[src/rtl/board_io_ctrl.sv]
`default_nettype none
// ============================================================================
// Module      : board_io_ctrl_debounce / board_io_ctrl
// Description : Board I/O and execution controller for the RV32I core.
//               Generates the core clock-enable (run / single-step / halt),
//               synchronises and debounces switches and the step button, and
//               exposes LED, SW, CTRL and CYCLE registers on a pipelined
//               memory-mapped slave port (ack one cycle after request).
// Ports       : clk, rst            - system clock, synchronous active-high reset
//               sw_in, btn_in       - raw asynchronous switches / step button
//               led_out             - LED register
//               core_ce             - one-cycle core clock-enable pulse
//               bus_req/we/addr/be/wdata - slave request (sampled every cycle)
//               bus_ack, bus_rdata  - completion and read data (0 when idle)
// Revision    : 1.0 - initial release
// ============================================================================

module board_io_ctrl_debounce #(
   parameter int WIDTH      = 16,
   parameter int DEB_CYCLES = 16
) (
   input  logic             clk,
   input  logic             rst,
   input  logic [WIDTH-1:0] din,
   output logic [WIDTH-1:0] stable
);

   localparam int            CW          = $clog2(DEB_CYCLES);
   localparam logic [CW-1:0] C_CNT_MAX   = CW'(DEB_CYCLES - 1);

   logic [WIDTH-1:0] r_last;
   logic [CW-1:0]    r_cnt;
   logic [WIDTH-1:0] r_stable;

   // Any change restarts the window; once the counter saturates the held
   // value is copied to the output every cycle.
   always_ff @(posedge clk) begin
      if (rst) begin
         r_last   <= '0;
         r_cnt    <= '0;
         r_stable <= '0;
      end else if (din != r_last) begin
         r_last <= din;
         r_cnt  <= '0;
      end else if (r_cnt == C_CNT_MAX) begin
         r_stable <= r_last;
      end else begin
         r_cnt <= r_cnt + CW'(1);
      end
   end

   assign stable = r_stable;

endmodule

module board_io_ctrl #(
   parameter int DIV_LOG2   = 15,
   parameter int DEB_CYCLES = 16
) (
   input  logic        clk,
   input  logic        rst,
   input  logic [15:0] sw_in,
   input  logic        btn_in,
   output logic [15:0] led_out,
   output logic        core_ce,
   input  logic        bus_req,
   input  logic        bus_we,
   input  logic [3:0]  bus_addr,
   input  logic [3:0]  bus_be,
   input  logic [31:0] bus_wdata,
   output logic        bus_ack,
   output logic [31:0] bus_rdata
);

   localparam logic [1:0] C_ADDR_LED   = 2'd0;
   localparam logic [1:0] C_ADDR_SW    = 2'd1;
   localparam logic [1:0] C_ADDR_CTRL  = 2'd2;
   localparam logic [1:0] C_ADDR_CYCLE = 2'd3;

   // ---------------------------------------------------------------------
   // Two-flop synchronisers
   // ---------------------------------------------------------------------
   logic [15:0] r_sw_meta;
   logic [15:0] r_sw_sync;
   logic        r_btn_meta;
   logic        r_btn_sync;

   always_ff @(posedge clk) begin
      if (rst) begin
         r_sw_meta  <= '0;
         r_sw_sync  <= '0;
         r_btn_meta <= 1'b0;
         r_btn_sync <= 1'b0;
      end else begin
         r_sw_meta  <= sw_in;
         r_sw_sync  <= r_sw_meta;
         r_btn_meta <= btn_in;
         r_btn_sync <= r_btn_meta;
      end
   end

   // ---------------------------------------------------------------------
   // Debounce
   // ---------------------------------------------------------------------
   logic [15:0] w_sw_stable;
   logic        w_btn_stable;

   board_io_ctrl_debounce #(
      .WIDTH      (16),
      .DEB_CYCLES (DEB_CYCLES)
   ) u_sw_deb (
      .clk    (clk),
      .rst    (rst),
      .din    (r_sw_sync),
      .stable (w_sw_stable)
   );

   board_io_ctrl_debounce #(
      .WIDTH      (1),
      .DEB_CYCLES (DEB_CYCLES)
   ) u_btn_deb (
      .clk    (clk),
      .rst    (rst),
      .din    (r_btn_sync),
      .stable (w_btn_stable)
   );

   // ---------------------------------------------------------------------
   // Bus decode
   // ---------------------------------------------------------------------
   logic w_wr;
   logic w_led_wr;
   logic w_ctrl_wr;
   logic w_cycle_clr;
   logic w_unused;

   assign w_wr        = bus_req & bus_we;
   assign w_led_wr    = w_wr && (bus_addr[3:2] == C_ADDR_LED);
   assign w_ctrl_wr   = w_wr && (bus_addr[3:2] == C_ADDR_CTRL);
   assign w_cycle_clr = w_wr && (bus_addr[3:2] == C_ADDR_CYCLE) && (|bus_be);
   assign w_unused    = ^{bus_addr[1:0], bus_wdata[31:16]};

   // ---------------------------------------------------------------------
   // Registers
   // ---------------------------------------------------------------------
   logic [15:0]         r_led;
   logic [1:0]          r_ctrl;      // [0] STEP, [1] HALT
   logic [31:0]         r_cycle;
   logic [DIV_LOG2-1:0] r_div;
   logic                r_core_ce;
   logic                r_btn_stable_q;
   logic                r_ack;
   logic [31:0]         r_rdata;
   logic [31:0]         w_rd_mux;

   // Reads see register state before this cycle's write takes effect.
   always_comb begin
      w_rd_mux = '0;
      case (bus_addr[3:2])
         C_ADDR_LED:   w_rd_mux = {16'h0000, r_led};
         C_ADDR_SW:    w_rd_mux = {16'h0000, w_sw_stable};
         C_ADDR_CTRL:  w_rd_mux = {30'h0, r_ctrl};
         C_ADDR_CYCLE: w_rd_mux = r_cycle;
         default:      w_rd_mux = '0;
      endcase
   end

   always_ff @(posedge clk) begin
      if (rst) begin
         r_ack   <= 1'b0;
         r_rdata <= '0;
         r_led   <= '0;
         r_ctrl  <= '0;
      end else begin
         r_ack   <= bus_req;
         r_rdata <= (bus_req && !bus_we) ? w_rd_mux : 32'h0;
         if (w_led_wr && bus_be[0]) r_led[7:0]  <= bus_wdata[7:0];
         if (w_led_wr && bus_be[1]) r_led[15:8] <= bus_wdata[15:8];
         if (w_ctrl_wr && bus_be[0]) r_ctrl <= bus_wdata[1:0];
      end
   end

   // ---------------------------------------------------------------------
   // core_ce generation: HALT > STEP > run. The button edge detector runs
   // in every mode so a press during HALT is consumed rather than queued.
   // ---------------------------------------------------------------------
   always_ff @(posedge clk) begin
      if (rst) begin
         r_core_ce      <= 1'b0;
         r_div          <= '0;
         r_btn_stable_q <= 1'b0;
      end else begin
         r_btn_stable_q <= w_btn_stable;

         if (r_ctrl[1]) begin
            r_core_ce <= 1'b0;
         end else if (r_ctrl[0]) begin
            r_core_ce <= w_btn_stable & ~r_btn_stable_q;
         end else begin
            r_core_ce <= &r_div;
         end

         if (w_ctrl_wr) begin
            r_div <= '0;
         end else if (!r_ctrl[1] && !r_ctrl[0]) begin
            r_div <= r_div + DIV_LOG2'(1);
         end
      end
   end

   // Clearing write has priority over a coincident increment.
   always_ff @(posedge clk) begin
      if (rst) begin
         r_cycle <= '0;
      end else if (w_cycle_clr) begin
         r_cycle <= '0;
      end else if (r_core_ce) begin
         r_cycle <= r_cycle + 32'd1;
      end
   end

   assign led_out   = r_led;
   assign core_ce   = r_core_ce;
   assign bus_ack   = r_ack;
   assign bus_rdata = r_rdata;

endmodule

`default_nettype wire

[config.mk]
export PLATFORM = sky130hd
export DESIGN_NAME = board_io_ctrl
export DESIGN_NICKNAME = d
export VERILOG_FILES = /design/src/rtl/board_io_ctrl.sv
export SDC_FILE = /design/constraint.sdc
export NUM_CORES = 1
export LEC_CHECK = 0
export CORE_MARGIN = 2
export CORE_UTILIZATION = 57
export CTS_CLUSTER_DIAMETER = 60
export CTS_CLUSTER_SIZE = 16
export DETAILED_ROUTE_END_ITERATION = 12
export PLACE_DENSITY = 0.84
export SLEW_MARGIN = 20
export SYNTH_ARGS = -nofsm -noshare
export SYNTH_HDL_FRONTEND = slang
export SYNTH_HIERARCHICAL = 1
export SYNTH_SLANG_ARGS = --single-unit
[constraint.sdc]
create_clock -name clk -period 3.1 [get_ports clk]
set_input_delay 0.31 -clock clk [delete_from_list [all_inputs] [get_ports clk]]
set_output_delay 0.31 -clock clk [all_outputs]
set_load 0.05 [all_outputs]
# == After elaboration in Yosys (flattened, before gate mapping) ==
# Index checks and enable logic that the tools add are counted.
# word_totals
regBits,176
latchBits,0
ramBits,0
mem_bits_ro,0
input_bits,61
output_inout_bits,50
elab_cells,61
mem_count,0
# classes
n_addsub,4
multipliers,0
n_div,0
magnitude_cmp,0
eq_ne,7
n_shift,0
muxes,2
bitwise,6
reduce_logical,23
# op_table
op,count
case mux 32 bit (4 select lines),1
"adder 32 x 1 -> 32 bit, second input constant",1
!= test 16 bit,1
"adder 15 x 1 -> 15 bit, second input constant",1
AND reduction 15 bit,1
OR reduction 2 bit,6
logical AND 1 bit,9
"adder 4 x 1 -> 4 bit, second input constant",2
"equality test 4 bit, second input constant",2
"equality test 2 bit, second input constant",2
NOT 1 bit,4
AND reduction 2 bit,2
OR reduction 4 bit,1
zero test 1 bit,3
AND 1 bit,2
"equality test 2 x 1 -> 1 bit, second input constant",1
zero test 2 bit,1
2-to-1 mux 1 bit,1
!= test 1 bit,1

# == Logic depth before layout (Yosys ltp) ==
# logic_depth
depth_word,4
depth_mapped,7
ltp_nobuf,5

# == By module ==
# Netlist, hierarchy kept.
# modules_own_cells
module,n_inst,cells_per_inst,area_per_inst_um2,seq_area_each_um2
board_io_ctrl,1,520,5043.6,2682.6
board_io_ctrl_debounce (u_sw_deb),1,143,1495.2,720.7
board_io_ctrl_debounce (u_btn_deb),1,26,254.0,120.1

# == Worst setup path after synthesis ==
# Ideal clock, no wire load.
# synth_timing
path_type,reg2reg
from,"register r_core_ce, in the netlist core_ce"
to,register r_cycle[30]
setup_time_ps,70
arrival_ps,2276
required_time_ps,3030
slack_ps,754
stages_incl_launch_ff,7
n_path_buf,2
period_less_slack_ps,2346
cell_sequence,dfxtp_1 > buf_2 > nand4_4 > or4_4 > buf_6 > or4_1 > a21oi_1
# synth_rtl
item,line_no,text
from (decl),150,logic r_core_ce;
from (signal assigned),198,r_core_ce <= w_btn_stable & ~r_btn_stable_q;
from (signal assigned),200,r_core_ce <= &r_div;
to (signal assigned),218,r_cycle <= r_cycle + 32'd1;
to (decl),148,logic [31:0] r_cycle;

==> flow_summary.toml <==
[critical_path]
critPathMaxStageDelay_ns = 0.80
r2r_cells = 4
arrival_ns = 2.67
crit_path_top_delay_cell = "or4_1"
cp.required_ns = 3.45
critical_path_class = "reg -> reg"
r2r_end = "r_cycle[31]"
cp_num_buf_inv = 0
rrSetupSlack_ns = 0.78
cp_cell_sequence = "nand4_4, or4_1, or4_1, a21oi_1"
r2r-start = "core_ce"
critical_path.top_delay_family = "simple AND/OR/NAND/NOR gates"
startpoint_type = "register"
crit_fanout = 16
cpMostUsedCell = "or4_1"
cp-end-kind = "register"

[synth]
yosysMostFrequentCell = "dfxtp_1"
syn_nets = 754
synth_fa_ha_area_share_pct = 0.737
synth.yosys.seq_area_share_pct = 51.9
synth-compound-area-share_pct = 6.61
ys_types = 49
synth-simple-area-share_pct = 25.1
synthesis.area_um2 = 6790
synth_area_leaders = "dfxtp_1 (52%), mux2i_1 (7.5%), nor2b_1 (5.2%), nor2_1 (4.3%), xor2_1 (3.9%)"
synth_cells = 689
synth_top_family_by_area = "simple AND/OR/NAND/NOR gates"
ys_top_cells_by_count = "dfxtp_1 (176), nor2_1 (77), nor2b_1 (56), mux2i_1 (51), a21oi_1 (42)"
synth_top_area_share_pct = 51.9
ys.flop_type = "dfxtp_1"
yosys.area.top_type = "dfxtp_1"
avgSynthCellArea_um2 = 9.86
yosys.area_share.xor_xnor_pct = 4.90
synth.area.mux_share_pct = 8.18
async_flop_share_pct = 0
synth-seq-cells = 176
yosysWarnings = 6
synth-edff-count = 0

[power]
ir_drop_mv = 0.316
finalPower_mw = 4.83
p_leak_nw = 3.08
power_density_nw_per_um2 = 574

[global_routing]
antenna_found_initial = 0
track_usage_pct = 22.4
global_route.overflow_total = 0
grt_start_max_net_pins = 107
grt_pass1_wl_mm = 23.2
grt_pass1_vias = 4932

[timing]
slew_violations = 0
fin_crit_sh_pct = 74.9
max_freq_mhz = 431
whs_ns = 0.152
slew_headroom_pct = 38.8
rsz0062_at_grt = "no"
final_hold_viol_count = 0
period_needed_ns = 2.32
tightest_slew_ns = 0.918
tns_ns = 0
setup_viol = 0
worst_slack_ns = 0.777
skew_ns = 0.00968

[place]
dpl_cell_area_um2 = 7770
dp_hpwl_mm = 9.26
placed_cells = 895
io_buffers = 92
pre_cts_ws_ns = 0.566
place.gp.congestion = 0.817

[flow_run]
cap_violations = 0

[drt]
drtIter0Drc = 300
wl_mm = 13.7
antenna_left = 0
avgRoutedWirePerCell_um = 14.8
dr.pass1.iters = 8
vias_per_cell = 5.47
dr_total_vias = 5072
drc_errors = 6

[hold_path]
hp-start = "rst"
hold_depth = 2
min_path_type = "in -> reg"
holdPathEnd = "bus_ack"

[cts]
cts.clk_slew.worst_paths_ns = 0.07
clk_latency_ns = 0.42
holdBufCountCts = 0
clkSinkCount = 176
cts_tree = "built"
cts-root-buf = "clkbuf_16"
htree_levels = 4
clockBufferDepth = 2
postCtsSetupRepairBufs = 0
cts_buffers = 17
postCtsResizedCells = 0

[layout]
fin_nets = 836
n_fill_cell = 809
regArea_um2 = 3520
multi_input_area_um2 = 3090
antenna_cells = 0
fin_area_um2 = 8410
drive_above_1_share_pct = 6.51
final_util_pct = 73.1
synthToLayoutAreaGrowth_pct = 23.9
final_cells = 927

[floorplanning]
ioPinCount = 111
core_um2 = 11500
dieArea_um2 = 12800
core.rowCount = 39
dieHeight_um = 113
die_x_um = 113
start_util_pct = 59.0

[outcome]
status = "complete, but fails checks"
violations = "DRC"
## worst max path at each step
stage / from / to / slack (ns) / depth (start not counted)
2_1_floorplan: core_ce / r_cycle[30] / 0.75 / 6
3_3_place_gp: bus_addr[2] / bus_rdata[16] / 0.63 / 6
3_5_place_dp: bus_addr[2] / bus_rdata[16] / 0.57 / 6
4_1_cts: core_ce / r_cycle[31] / 0.79 / 4
5_1_grt: r_div[0] / r_div[14] / 0.63 / 5
6_report: core_ce / r_cycle[31] / 0.78 / 4
## routing by layer
layer	share of wire, %	GRT usage, %	wire length [um]
met1	42	26.6	5790
met4	0.81	6.34	111
met3	3.9	5.20	527
met2	53	40.4	7240
met5	0	0	0
## layout make-up
cell class	instances	share of cell area, %
Inverter	4	0.178
Sequential cell	176	41.9
Tap cell	143	2.13
Multi-Input combinational cell	474	36.8
Clock buffer	17	5.06
Timing Repair Buffer	98	11.4
Clock inverter	15	2.59
## layout by cell type, fill, tap and decap left out, types with 5 or more instances in the layout
cell type        netlist  final
dfxtp_1              176    176
clkdlybuf4s50_1        0     91
nor2_1                77     77
nor2b_1               56     56
mux2i_1               51     51
a21oi_1               42     42
nand2b_1              31     31
xor2_1                30     30
nand2_1               23     23
and2_1                19     19
nand3_1               17     17
clkbuf_16              0     17
o21ai_0               15     15
or4_1                 15     15
o31ai_1               13     13
nand4_1               12     12
or3_1                 12     12
xnor2_1                8      8
inv_6                  0      8
buf_4                  1      6
nor3_1                 5      5
nor4_1                 5      5
## kinds of logic (layout without fill, tap and decap cells)
logic type,after synthesis,in the layout
buffers and inverters,39,134
adders and majority gates,4,4
muxes,53,53
AOI/OAI and AO/OA,78,78
DFF,176,176
xor gates and xnor gates,38,38
and+or+nand+nor,301,301
## state kept, by name (all words and copies together), names as in the netlist, 2 cells and up
name	flops
bus_rdata	32
led_out	16
r_ctrl	2
r_cycle	32
r_div	15
r_sw_meta	16
r_sw_sync	16
u_btn_deb/r_cnt	4
u_sw_deb/r_cnt	4
u_sw_deb/r_last	16
u_sw_deb/stable	16
## where the power goes
group,internal [mW],switching [mW]
registers,2.30,0.0243
logic,0.109,0.100
clock network,1.38,0.921
total,3.79,1.05
Note: power is estimated with default switching activity, not from simulation.
